### config.mk
export PLATFORM = sky130hd
export DESIGN_NAME = z_muldiv_unit
export DESIGN_NICKNAME = d
export VERILOG_FILES = /design/src/rtl/cpu_pkg.sv /design/src/rtl/muldiv_step.sv /design/src/rtl/z_muldiv_unit.sv
export SDC_FILE = /design/constraint.sdc
export NUM_CORES = 1
export LEC_CHECK = 0
export ABC_AREA = 1
export CELL_PAD_IN_SITES_DETAIL_PLACEMENT = 1
export CELL_PAD_IN_SITES_GLOBAL_PLACEMENT = 1
export CORE_MARGIN = 2
export CORE_UTILIZATION = 39
export CTS_BUF_LIST = sky130_fd_sc_hd__clkbuf_8
export CTS_CLUSTER_SIZE = 25
export DETAILED_ROUTE_END_ITERATION = 16
export PLACE_DENSITY = 0.85
export SYNTH_ARGS = -nofsm -noshare
export SYNTH_HDL_FRONTEND = slang
export SYNTH_SLANG_ARGS = --single-unit
### constraint.sdc
create_clock -name clock -period 5.5 [get_ports clock]
set_input_delay 0.825 -clock clock [delete_from_list [all_inputs] [get_ports clock]]
set_output_delay 0.825 -clock clock [all_outputs]
set_load 0.01 [all_outputs]
### src/rtl/cpu_pkg.sv
// rtl/cpu_pkg.sv - shared opcodes, FSM state encoding and Z-register bus select codes
package cpu_pkg;

    localparam logic [1:0] OP_MUL = 2'b00;
    localparam logic [1:0] OP_DIV = 2'b01;

    localparam logic [1:0] ST_IDLE = 2'd0;
    localparam logic [1:0] ST_RUN  = 2'd1;
    localparam logic [1:0] ST_FIX  = 2'd2;

    localparam logic [4:0] BUS_SEL_ZHI  = 5'd18;
    localparam logic [4:0] BUS_SEL_ZLOW = 5'd19;

endpackage

### src/rtl/muldiv_step.sv
// rtl/muldiv_step.sv - one combinational iteration: radix-2 Booth step or non-restoring divide step
module muldiv_step #(
    parameter int WIDTH = 32
) (
    input  logic             is_div,
    input  logic [WIDTH:0]   acc,
    input  logic [WIDTH-1:0] q,
    input  logic             q_m1,
    input  logic [WIDTH-1:0] m,
    output logic [WIDTH:0]   acc_next,
    output logic [WIDTH-1:0] q_next,
    output logic             q_m1_next
);

    logic [WIDTH:0] m_ext;
    logic [WIDTH:0] shifted;
    logic [WIDTH:0] sum;

    always_comb begin
        m_ext     = '0;
        shifted   = '0;
        sum       = acc;
        acc_next  = acc;
        q_next    = q;
        q_m1_next = 1'b0;
        if (is_div) begin
            // Divisor is a magnitude (up to 2^(W-1)), so zero-extend; add/sub chosen by the old remainder sign
            m_ext     = {1'b0, m};
            shifted   = {acc[WIDTH-1:0], q[WIDTH-1]};
            sum       = acc[WIDTH] ? shifted + m_ext : shifted - m_ext;
            acc_next  = sum;
            q_next    = {q[WIDTH-2:0], ~sum[WIDTH]};
            q_m1_next = 1'b0;
        end else begin
            m_ext = {m[WIDTH-1], m};
            case ({q[0], q_m1})
                2'b01:   sum = acc + m_ext;
                2'b10:   sum = acc - m_ext;
                default: sum = acc;
            endcase
            acc_next  = {sum[WIDTH], sum[WIDTH:1]};
            q_next    = {sum[0], q[WIDTH-1:1]};
            q_m1_next = q[0];
        end
    end

endmodule

### src/rtl/z_muldiv_unit.sv
// rtl/z_muldiv_unit.sv - multi-cycle signed multiply/divide unit writing the Z register pair
module z_muldiv_unit
    import cpu_pkg::*;
#(
    parameter int WIDTH = 32
) (
    input  logic             clock,
    input  logic             clear,
    input  logic             start,
    input  logic [1:0]       op,
    input  logic [WIDTH-1:0] a,
    input  logic [WIDTH-1:0] b,
    output logic             busy,
    output logic             done,
    output logic             div_by_zero,
    output logic [WIDTH-1:0] zhi,
    output logic [WIDTH-1:0] zlow
);

    localparam int CW = $clog2(WIDTH + 1);

    logic [1:0]       state;
    logic [CW-1:0]    counter;
    logic             is_div;
    logic             sign_a;
    logic             sign_b;
    logic [WIDTH:0]   acc;
    logic [WIDTH-1:0] qreg;
    logic             q_m1;
    logic [WIDTH-1:0] mreg;

    logic [WIDTH:0]   acc_next;
    logic [WIDTH-1:0] q_next;
    logic             q_m1_next;
    logic [WIDTH-1:0] abs_a;
    logic [WIDTH-1:0] abs_b;
    logic [WIDTH-1:0] rem;
    logic [WIDTH-1:0] fix_hi;
    logic [WIDTH-1:0] fix_lo;

    assign busy  = (state != ST_IDLE);
    assign abs_a = a[WIDTH-1] ? -a : a;
    assign abs_b = b[WIDTH-1] ? -b : b;

    muldiv_step #(.WIDTH(WIDTH)) u_step (
        .is_div    (is_div),
        .acc       (acc),
        .q         (qreg),
        .q_m1      (q_m1),
        .m         (mreg),
        .acc_next  (acc_next),
        .q_next    (q_next),
        .q_m1_next (q_m1_next)
    );

    // With a zero divisor the remainder path reproduces |a|, so sign correction yields a itself
    always_comb begin
        rem    = acc[WIDTH] ? acc[WIDTH-1:0] + mreg : acc[WIDTH-1:0];
        fix_hi = acc[WIDTH-1:0];
        fix_lo = qreg;
        if (is_div) begin
            fix_hi = sign_a ? -rem : rem;
            if (div_by_zero)
                fix_lo = '1;
            else
                fix_lo = (sign_a ^ sign_b) ? -qreg : qreg;
        end
    end

    always_ff @(posedge clock or posedge clear) begin
        if (clear) begin
            state       <= ST_IDLE;
            counter     <= '0;
            is_div      <= 1'b0;
            sign_a      <= 1'b0;
            sign_b      <= 1'b0;
            acc         <= '0;
            qreg        <= '0;
            q_m1        <= 1'b0;
            mreg        <= '0;
            done        <= 1'b0;
            div_by_zero <= 1'b0;
            zhi         <= '0;
            zlow        <= '0;
        end else begin
            done <= 1'b0;
            case (state)
                ST_IDLE: begin
                    if (start) begin
                        state   <= ST_RUN;
                        counter <= CW'(WIDTH);
                        is_div  <= (op == OP_DIV);
                        sign_a  <= a[WIDTH-1];
                        sign_b  <= b[WIDTH-1];
                        acc     <= '0;
                        q_m1    <= 1'b0;
                        if (op == OP_DIV) begin
                            qreg        <= abs_a;
                            mreg        <= abs_b;
                            div_by_zero <= (b == '0);
                        end else begin
                            qreg        <= b;
                            mreg        <= a;
                            div_by_zero <= 1'b0;
                        end
                    end
                end
                ST_RUN: begin
                    acc     <= acc_next;
                    qreg    <= q_next;
                    q_m1    <= q_m1_next;
                    counter <= counter - CW'(1);
                    if (counter == CW'(1))
                        state <= ST_FIX;
                end
                ST_FIX: begin
                    zhi   <= fix_hi;
                    zlow  <= fix_lo;
                    done  <= 1'b1;
                    state <= ST_IDLE;
                end
                default: state <= ST_IDLE;
            endcase
        end
    end

endmodule

==> summary.txt, run 1 <==
Status -> finished, final reports clean
Hold Crit Class -> flip-flop to flip-flop
Total Routing Usage GR -> 0.3200
Post-route minimum period -> 4.938 ns
Sw Share -> 0.3125
Initial antenna violation count -> 1
DIE AREA -> 49720 um2
H-tree Lvls -> 4
# setup viols final -> 0
Area delta synth->final -> 12.54%
Slew @ Worst Pin -> 1.044 ns
Maximum VDD drop -> 0.1390 mV
Final Hold Violating Endpoints -> 0
Most frequent cell after synthesis -> nand2_1
Post-CTS Resized -> 0
Commonest cells in the netlist -> nand2_1, inv_1, nor2_1, a21oi_1, o21ai_0
PwrDens -> 119.2 nW/um2
Crit path buf inv count -> 2
Sequential fraction of the synthesis area -> 0.2342
Max-slew violations -> 0
Postcts setup bufs -> 0
Die X -> 223.0 um
Io pins -> 136
Total Power -> 0.002510 W
Clock Latency Late Sink -> 0.59 ns
Ys async rst share -> 1.000
Kind of critical path -> flip-flop to flip-flop
Port bufs -> 135
Total grt overflow -> 0
Cell family with most CP delay -> simple AND/OR/NAND/NOR gates
First-pass GRT wire length -> 124400 um
First-pass DRT Iterations -> 7
Clock Power Share -> 0.403
Predominant post-synthesis flop cell -> dfrtp_1
DR vias/cell -> 5.833
Final std cells w/o fill -> 3727
CP max FO -> 5
Nets@finish -> 3274
Synthesis-stage register bit count -> 175
Synth Net Count -> 3208
Cell Int Power -> 0.001725 W
CP peak stage delay -> 0.46 ns
Worst Setup Slack, final -> 0.5618 ns
Max_cap viols -> 0
Vias in the first global route -> 22270
Placed Cells -> 3695
Cell variety after synth -> 53
Syn_area_per_cell -> 6.166 um2
Die height -> 223.0 um
Top cells by area, synth -> dfrtp_1, nand2_1, inv_1
Final Wtd Congestion -> 0.9751
# rows -> 80
CP most frequent cell -> nand2_1
Yosys warns -> 0
Comb pwr share -> 0.084
Slowest cell on the critical path -> dfrtp_1
Clock Tree Buf Depth -> 2
Initial DRC count -> 1592
Min Hold Slack -> 0.4882 ns
Wirelength per Cell -> 21.26 um
Post-synth EDFFs -> 0
Pre-CTS setup slack -> 0.7564 ns
Cells after Synth -> 3033
Worst setup SP type -> flip-flop
Starting density of the core -> 0.3933
WL final -> 79230 um
FMAX -> 202.5 MHz
Largest net degree at the start of global routing -> 98
Clk_skew -> 0.02500 ns
Via count -> 21740
Post-synth top area share -> 0.2342
Final cycle utilization of the critical path -> 0.8978
Core region area -> 47550 um2
Residual DRC -> 0
RSZ-0062 raised after global routing -> no
CTS Root Cell -> clkbuf_8
Layout cell share with drive strength beyond 1 -> 0.03406
Setup crit end kind -> flip-flop
# hold bufs at CTS -> 0
Num CTS Buffers -> 17
TNS Setup -> 0 ns
Clock slew seen by the registers of the worst setup and hold paths -> 0.12 ns
Slew headroom -> 0.3035
Sequential power share -> 0.512
HPWL after DPL -> 63160 um
Final ANT Viol Nets -> 0
Critical Path AT -> 5.44 ns
CP required -> 6.00 ns
Synth Cell Area -> 18700 um2
Leak -> 10.35 nW
Sink Count -> 175
Antenna diodes -> 0
Biggest area consumer among synthesized cells -> dfrtp_1
CTS tree -> done
Net Sw Power -> 0.0007844 W
routing by layer:
layer | part of all wire | track usage
met1 | 0.44 | 0.4182
met2 | 0.47 | 0.5395
met3 | 0.055 | 0.04122
met4 | 0.034 | 0.1193
met5 | 0.00016 | 0
cells by family (layout without fill, tap and decap cells):
group                    after synthesis  count (layout)  synth area share
AND/OR/NAND/NOR                     1409            1409            0.3160
AO/OA/AOI/OAI                        702             702            0.2152
buffers and inverters                518             597            0.1048
flip-flops                           175             175            0.2342
XOR/XNOR                             121             121           0.05667
adder cells (fa/ha/maj)              106             106           0.07212
multiplexers                           2               2          0.001070
cells in the final DEF (no fill, tap or decap), drive strengths merged, types with 3 or more instances in the layout:
| master | n |
|---|---|
| and2 | 3 |
| nor4 | 9 |
| nor3 | 58 |
| clkdlybuf4s50 | 135 |
| o221ai | 39 |
| fa | 3 |
| nand2 | 790 |
| clkbuf | 18 |
| nand4 | 41 |
| inv | 409 |
| nand3 | 187 |
| o21ai | 264 |
| clkinv | 6 |
| a21oi | 251 |
| ha | 103 |
| buf | 28 |
| a21o | 6 |
| xnor2 | 26 |
| a31oi | 19 |
| or2 | 9 |
| a21boi | 8 |
| o21a | 3 |
| o22ai | 13 |
| xor2 | 95 |
| o211ai | 44 |
| a22o | 3 |
| nand3b | 6 |
| a32o | 6 |
| dfrtp | 175 |
| a22oi | 31 |
| o31ai | 7 |
| nor2 | 302 |
layout make-up:
class                      count  area [um2]
multi-input combinational   2340       12390
timing repair buffer         163        1574
sequential                   175        4382
fill                        6366       26500
inverter                     402        1513
clock buffer                  18       247.7
tap                          615       769.5
clock inverter                14       175.2
worst min-delay path, cell delays in order (launching register included):
cell	delay, ns
dfrtp_1	0.36
nand2_1	0.05
nand2_1	0.05
worst paths after layout:
kind,from,end,slack [ns],cells after the start
setup / recovery,mreg[1]$_DFFE_PP0P_,acc[31]$_DFFE_PP0P_,0.56,27
hold / removal,zhi[18]$_DFFE_PP0P_,zhi[18]$_DFFE_PP0P_,0.49,2
setup reg to reg,mreg[1]$_DFFE_PP0P_,acc[31]$_DFFE_PP0P_,0.56,27
hold reg to reg,zhi[18]$_DFFE_PP0P_,zhi[18]$_DFFE_PP0P_,0.49,2
max in group asynchronous,clear,qreg[28]$_DFFE_PP0P_,3.43,3
min in group asynchronous,clear,acc[5]$_DFFE_PP0P_,0.72,2
metrics by stage:
stage	utilization	instance area (um2)
2_1_floorplan	-	18710
3_3_place_gp	0.4338	20620
3_5_place_dp	0.4338	20620
4_1_cts	0.4427	21050
5_1_grt	0.4427	21050
6_report	0.4427	21050
state kept, by name, indices dropped and copies added, names as in the netlist:
register     count
q_m1             1
acc             33
zlow            32
qreg            32
is_div           1
state            2
sign_a           1
div_by_zero      1
done             1
mreg            32
counter          6
zhi             32
sign_b           1
power groups by stage:
stage	Clock [W]	Combinational, W	Sequential (W)
detailed placement	0	0.000209	0.00131
global placement	0	0.000203	0.00131
finish	0.00101	0.000212	0.00129
CTS	0.00103	0.000210	0.00129
global route	0.00108	0.000233	0.00129
floorplan	0	0.000101	0.00131
No activity file was read; power rests on OpenSTA's default activity.
==> run 2, diff against run 1 <==
- CTS_BUF_LIST: sky130_fd_sc_hd__clkbuf_8 -> not set
==> run 2 against run 1 <==
  * Non-clock buffer count unchanged
  * Critical path type unchanged
  * Setup slack better by 0.034 ns
  * Sequential power about the same
==> summary.txt, run 2 (synthesis gave the netlist of run 1 again) <==
Hold Crit Class -> flip-flop to flip-flop (unchanged)
# setup viols final -> 0 (unchanged)
Setup crit end kind -> flip-flop (unchanged)
Layout fillers -> 6342 (was 6366)
CP max FO -> 5 (unchanged)
First-pass DRT Iterations -> 5 (was 7)
Final std cells w/o fill -> 3727 (unchanged)
Max FFs per register -> 33 (unchanged)
Total grt overflow -> 0 (unchanged)
Status -> finished, final reports clean (unchanged)
R2R depth -> 27 (unchanged)
Clock Latency Late Sink -> 0.52 ns (was 0.59 ns)
Core region area -> 47550 um2 (unchanged)
DP Area -> 20620 um2 (unchanged)
Vias in the first global route -> 22330 (was 22270)
Antenna diodes -> 0 (unchanged)
Die height -> 223.0 um (unchanged)
Reg with most FFs -> acc (unchanged)
R2R setup slack -> 0.60 ns (was 0.56 ns)
Nets@finish -> 3274 (unchanged)
Num CTS Buffers -> 17 (unchanged)
DR vias/cell -> 5.824 (was 5.833)
Final ANT Viol Nets -> 0 (unchanged)
CTS Root Cell -> clkbuf_16 (was clkbuf_8)
Most frequent cells in the layout -> nand2_1, inv_1, nor2_1, a21oi_1, o21ai_0 (unchanged)
Clock Tree Buf Depth -> 2 (unchanged)
RSZ-0062 raised after global routing -> no (unchanged)
Max-slew violations -> 0 (unchanged)
Area delta synth->final -> 13.57% (was 12.54%)
R2R Path Start -> mreg[1]$_DFFE_PP0P_ (unchanged)
Final cycle utilization of the critical path -> 0.8916 (was 0.8978)
WHS Path Cells -> 2 (unchanged)
Final Wtd Congestion -> 0.9751 (unchanged)
Clock slew seen by the registers of the worst setup and hold paths -> 0.08 ns (was 0.12 ns)
DIE AREA -> 49720 um2 (unchanged)
Post-route minimum period -> 4.904 ns (was 4.938 ns)
Port bufs -> 135 (unchanged)
Reg2reg end -> acc[31]$_DFFE_PP0P_ (unchanged)
Initial DRC count -> 1344 (was 1592)
Leak -> 10.43 nW (was 10.35 nW)
CP required -> 5.92 ns (was 6.00 ns)
TNS Setup -> 0 ns (unchanged)
Pre-CTS setup slack -> 0.7564 ns (unchanged)
Sink Count -> 175 (unchanged)
Design Area, Final -> 21240 um2 (was 21050 um2)
Wirelength per Cell -> 21.36 um (was 21.26 um)
Max_cap viols -> 0 (unchanged)
Slew headroom -> 0.3069 (was 0.3035)
# rows -> 80 (unchanged)
# hold bufs at CTS -> 0 (unchanged)
FMAX -> 203.9 MHz (was 202.5 MHz)
Initial antenna violation count -> 0 (was 1)
Slew @ Worst Pin -> 1.039 ns (was 1.044 ns)
Most common cell after layout, fill and taps aside -> nand2_1 (unchanged)
H-tree Lvls -> 4 (unchanged)
CTS tree -> done (unchanged)
Maximum VDD drop -> 0.2559 mV (was 0.1390 mV)
Placed Cells -> 3695 (unchanged)
Total Routing Usage GR -> 0.3218 (was 0.3200)
Kind of critical path -> flip-flop to flip-flop (unchanged)
Layout cell share with drive strength beyond 1 -> 0.03406 (unchanged)
Via count -> 21710 (was 21740)
Residual DRC -> 0 (unchanged)
Hold Path Origin -> zhi[18]$_DFFE_PP0P_ (unchanged)
Postcts setup bufs -> 0 (unchanged)
WL final -> 79610 um (was 79230 um)
Worst Setup Slack, final -> 0.5963 ns (was 0.5618 ns)
Io pins -> 136 (unchanged)
Starting density of the core -> 0.3933 (unchanged)
Min Hold Slack -> 0.4822 ns (was 0.4882 ns)
Final Hold Violating Endpoints -> 0 (unchanged)
Post-CTS Resized -> 0 (unchanged)
Clk_skew -> 0.02131 ns (was 0.02500 ns)
First-pass GRT wire length -> 125100 um (was 124400 um)
Die X -> 223.0 um (unchanged)
Critical Path AT -> 5.32 ns (was 5.44 ns)
Hold endpoint -> zhi[18]$_DFFE_PP0P_ (unchanged)
Largest net degree at the start of global routing -> 98 (unchanged)
PwrDens -> 132.6 nW/um2 (was 119.2 nW/um2)
HPWL after DPL -> 63160 um (unchanged)
Worst setup SP type -> flip-flop (unchanged)
-- run 2: cell counts in the layout (fill, tap and decap cells not counted) --
No cell type changed its count.
-- run 2: how the worst max path moves through the flow --
stage | startpoint | to | cells past startpoint
after detailed placement | mreg[1]$_DFFE_PP0P_ | acc[31]$_DFFE_PP0P_ | 27
after global routing | mreg[1]$_DFFE_PP0P_ | acc[31]$_DFFE_PP0P_ | 27
after floorplan | acc[32]$_DFFE_PP0P_ | acc[18]$_DFFE_PP0P_ | 20
after CTS | mreg[1]$_DFFE_PP0P_ | acc[31]$_DFFE_PP0P_ | 27
after global placement | mreg[1]$_DFFE_PP0P_ | acc[32]$_DFFE_PP0P_ | 27
final | mreg[1]$_DFFE_PP0P_ | acc[31]$_DFFE_PP0P_ | 27
-- run 2: final cells by class --
cell class / count / area, um2 / share of cell area
clock inverter: 14 / 175.2 / 0.008247
timing repair buffer: 163 / 1574 / 0.07411
tap: 615 / 769.5 / 0.03623
multi-input combinational: 2340 / 12390 / 0.5832
inverter: 402 / 1513 / 0.07122
sequential: 175 / 4382 / 0.2063
clock buffer: 18 / 439.2 / 0.02068
-- run 2: worst max-delay path, stage by stage, from the launching register on --
cell     delay [ns]
dfrtp_1        0.45
inv_1          0.13
nand3_1        0.12
nor3_1         0.26
nand2_1        0.13
nor2_1         0.16
nand3_1        0.13
nor2_1         0.19
nand2_1        0.18
inv_1          0.12
nand2_1        0.10
nor2_1         0.18
nand2_1        0.09
nor2_1         0.12
xor2_1         0.20
nand2_1        0.11
o21ai_0        0.11
ha_1           0.31
a21oi_1        0.27
o21ai_0        0.14
a21oi_1        0.19
nand3_1        0.26
nand2_1        0.13
nand3_1        0.11
xnor2_1        0.15
o21ai_1        0.25
nand3_1        0.12
o21ai_0        0.10
-- run 2: layer usage --
| metal | up-vias | GRT usage | part of all wire |
|---|---|---|---|
| met5 | - | 0 | 0 |
| met4 | 0 | 0.1093 | 0.031 |
| met3 | 144 | 0.04412 | 0.051 |
| met2 | 680 | 0.5452 | 0.48 |
| met1 | 10690 | 0.4207 | 0.44 |
| li1 | 10190 | - | - |
-- run 2: where the power goes --
part / internal [W] / switching (W) / total (W)
sequential: 0.00129 / 0 / 0.00129
combinational: 0.0000769 / 0.000135 / 0.000212
clock: 0.000629 / 0.000689 / 0.00132
total: 0.00199 / 0.000824 / 0.00282
-- run 2: per-stage QoR --
stage	utilization	total power (W)
2_1_floorplan	-	0.001412
3_3_place_gp	0.4338	0.001514
3_5_place_dp	0.4338	0.001520
4_1_cts	0.4467	0.002833
5_1_grt	0.4467	0.002904
6_report	0.4467	0.002815
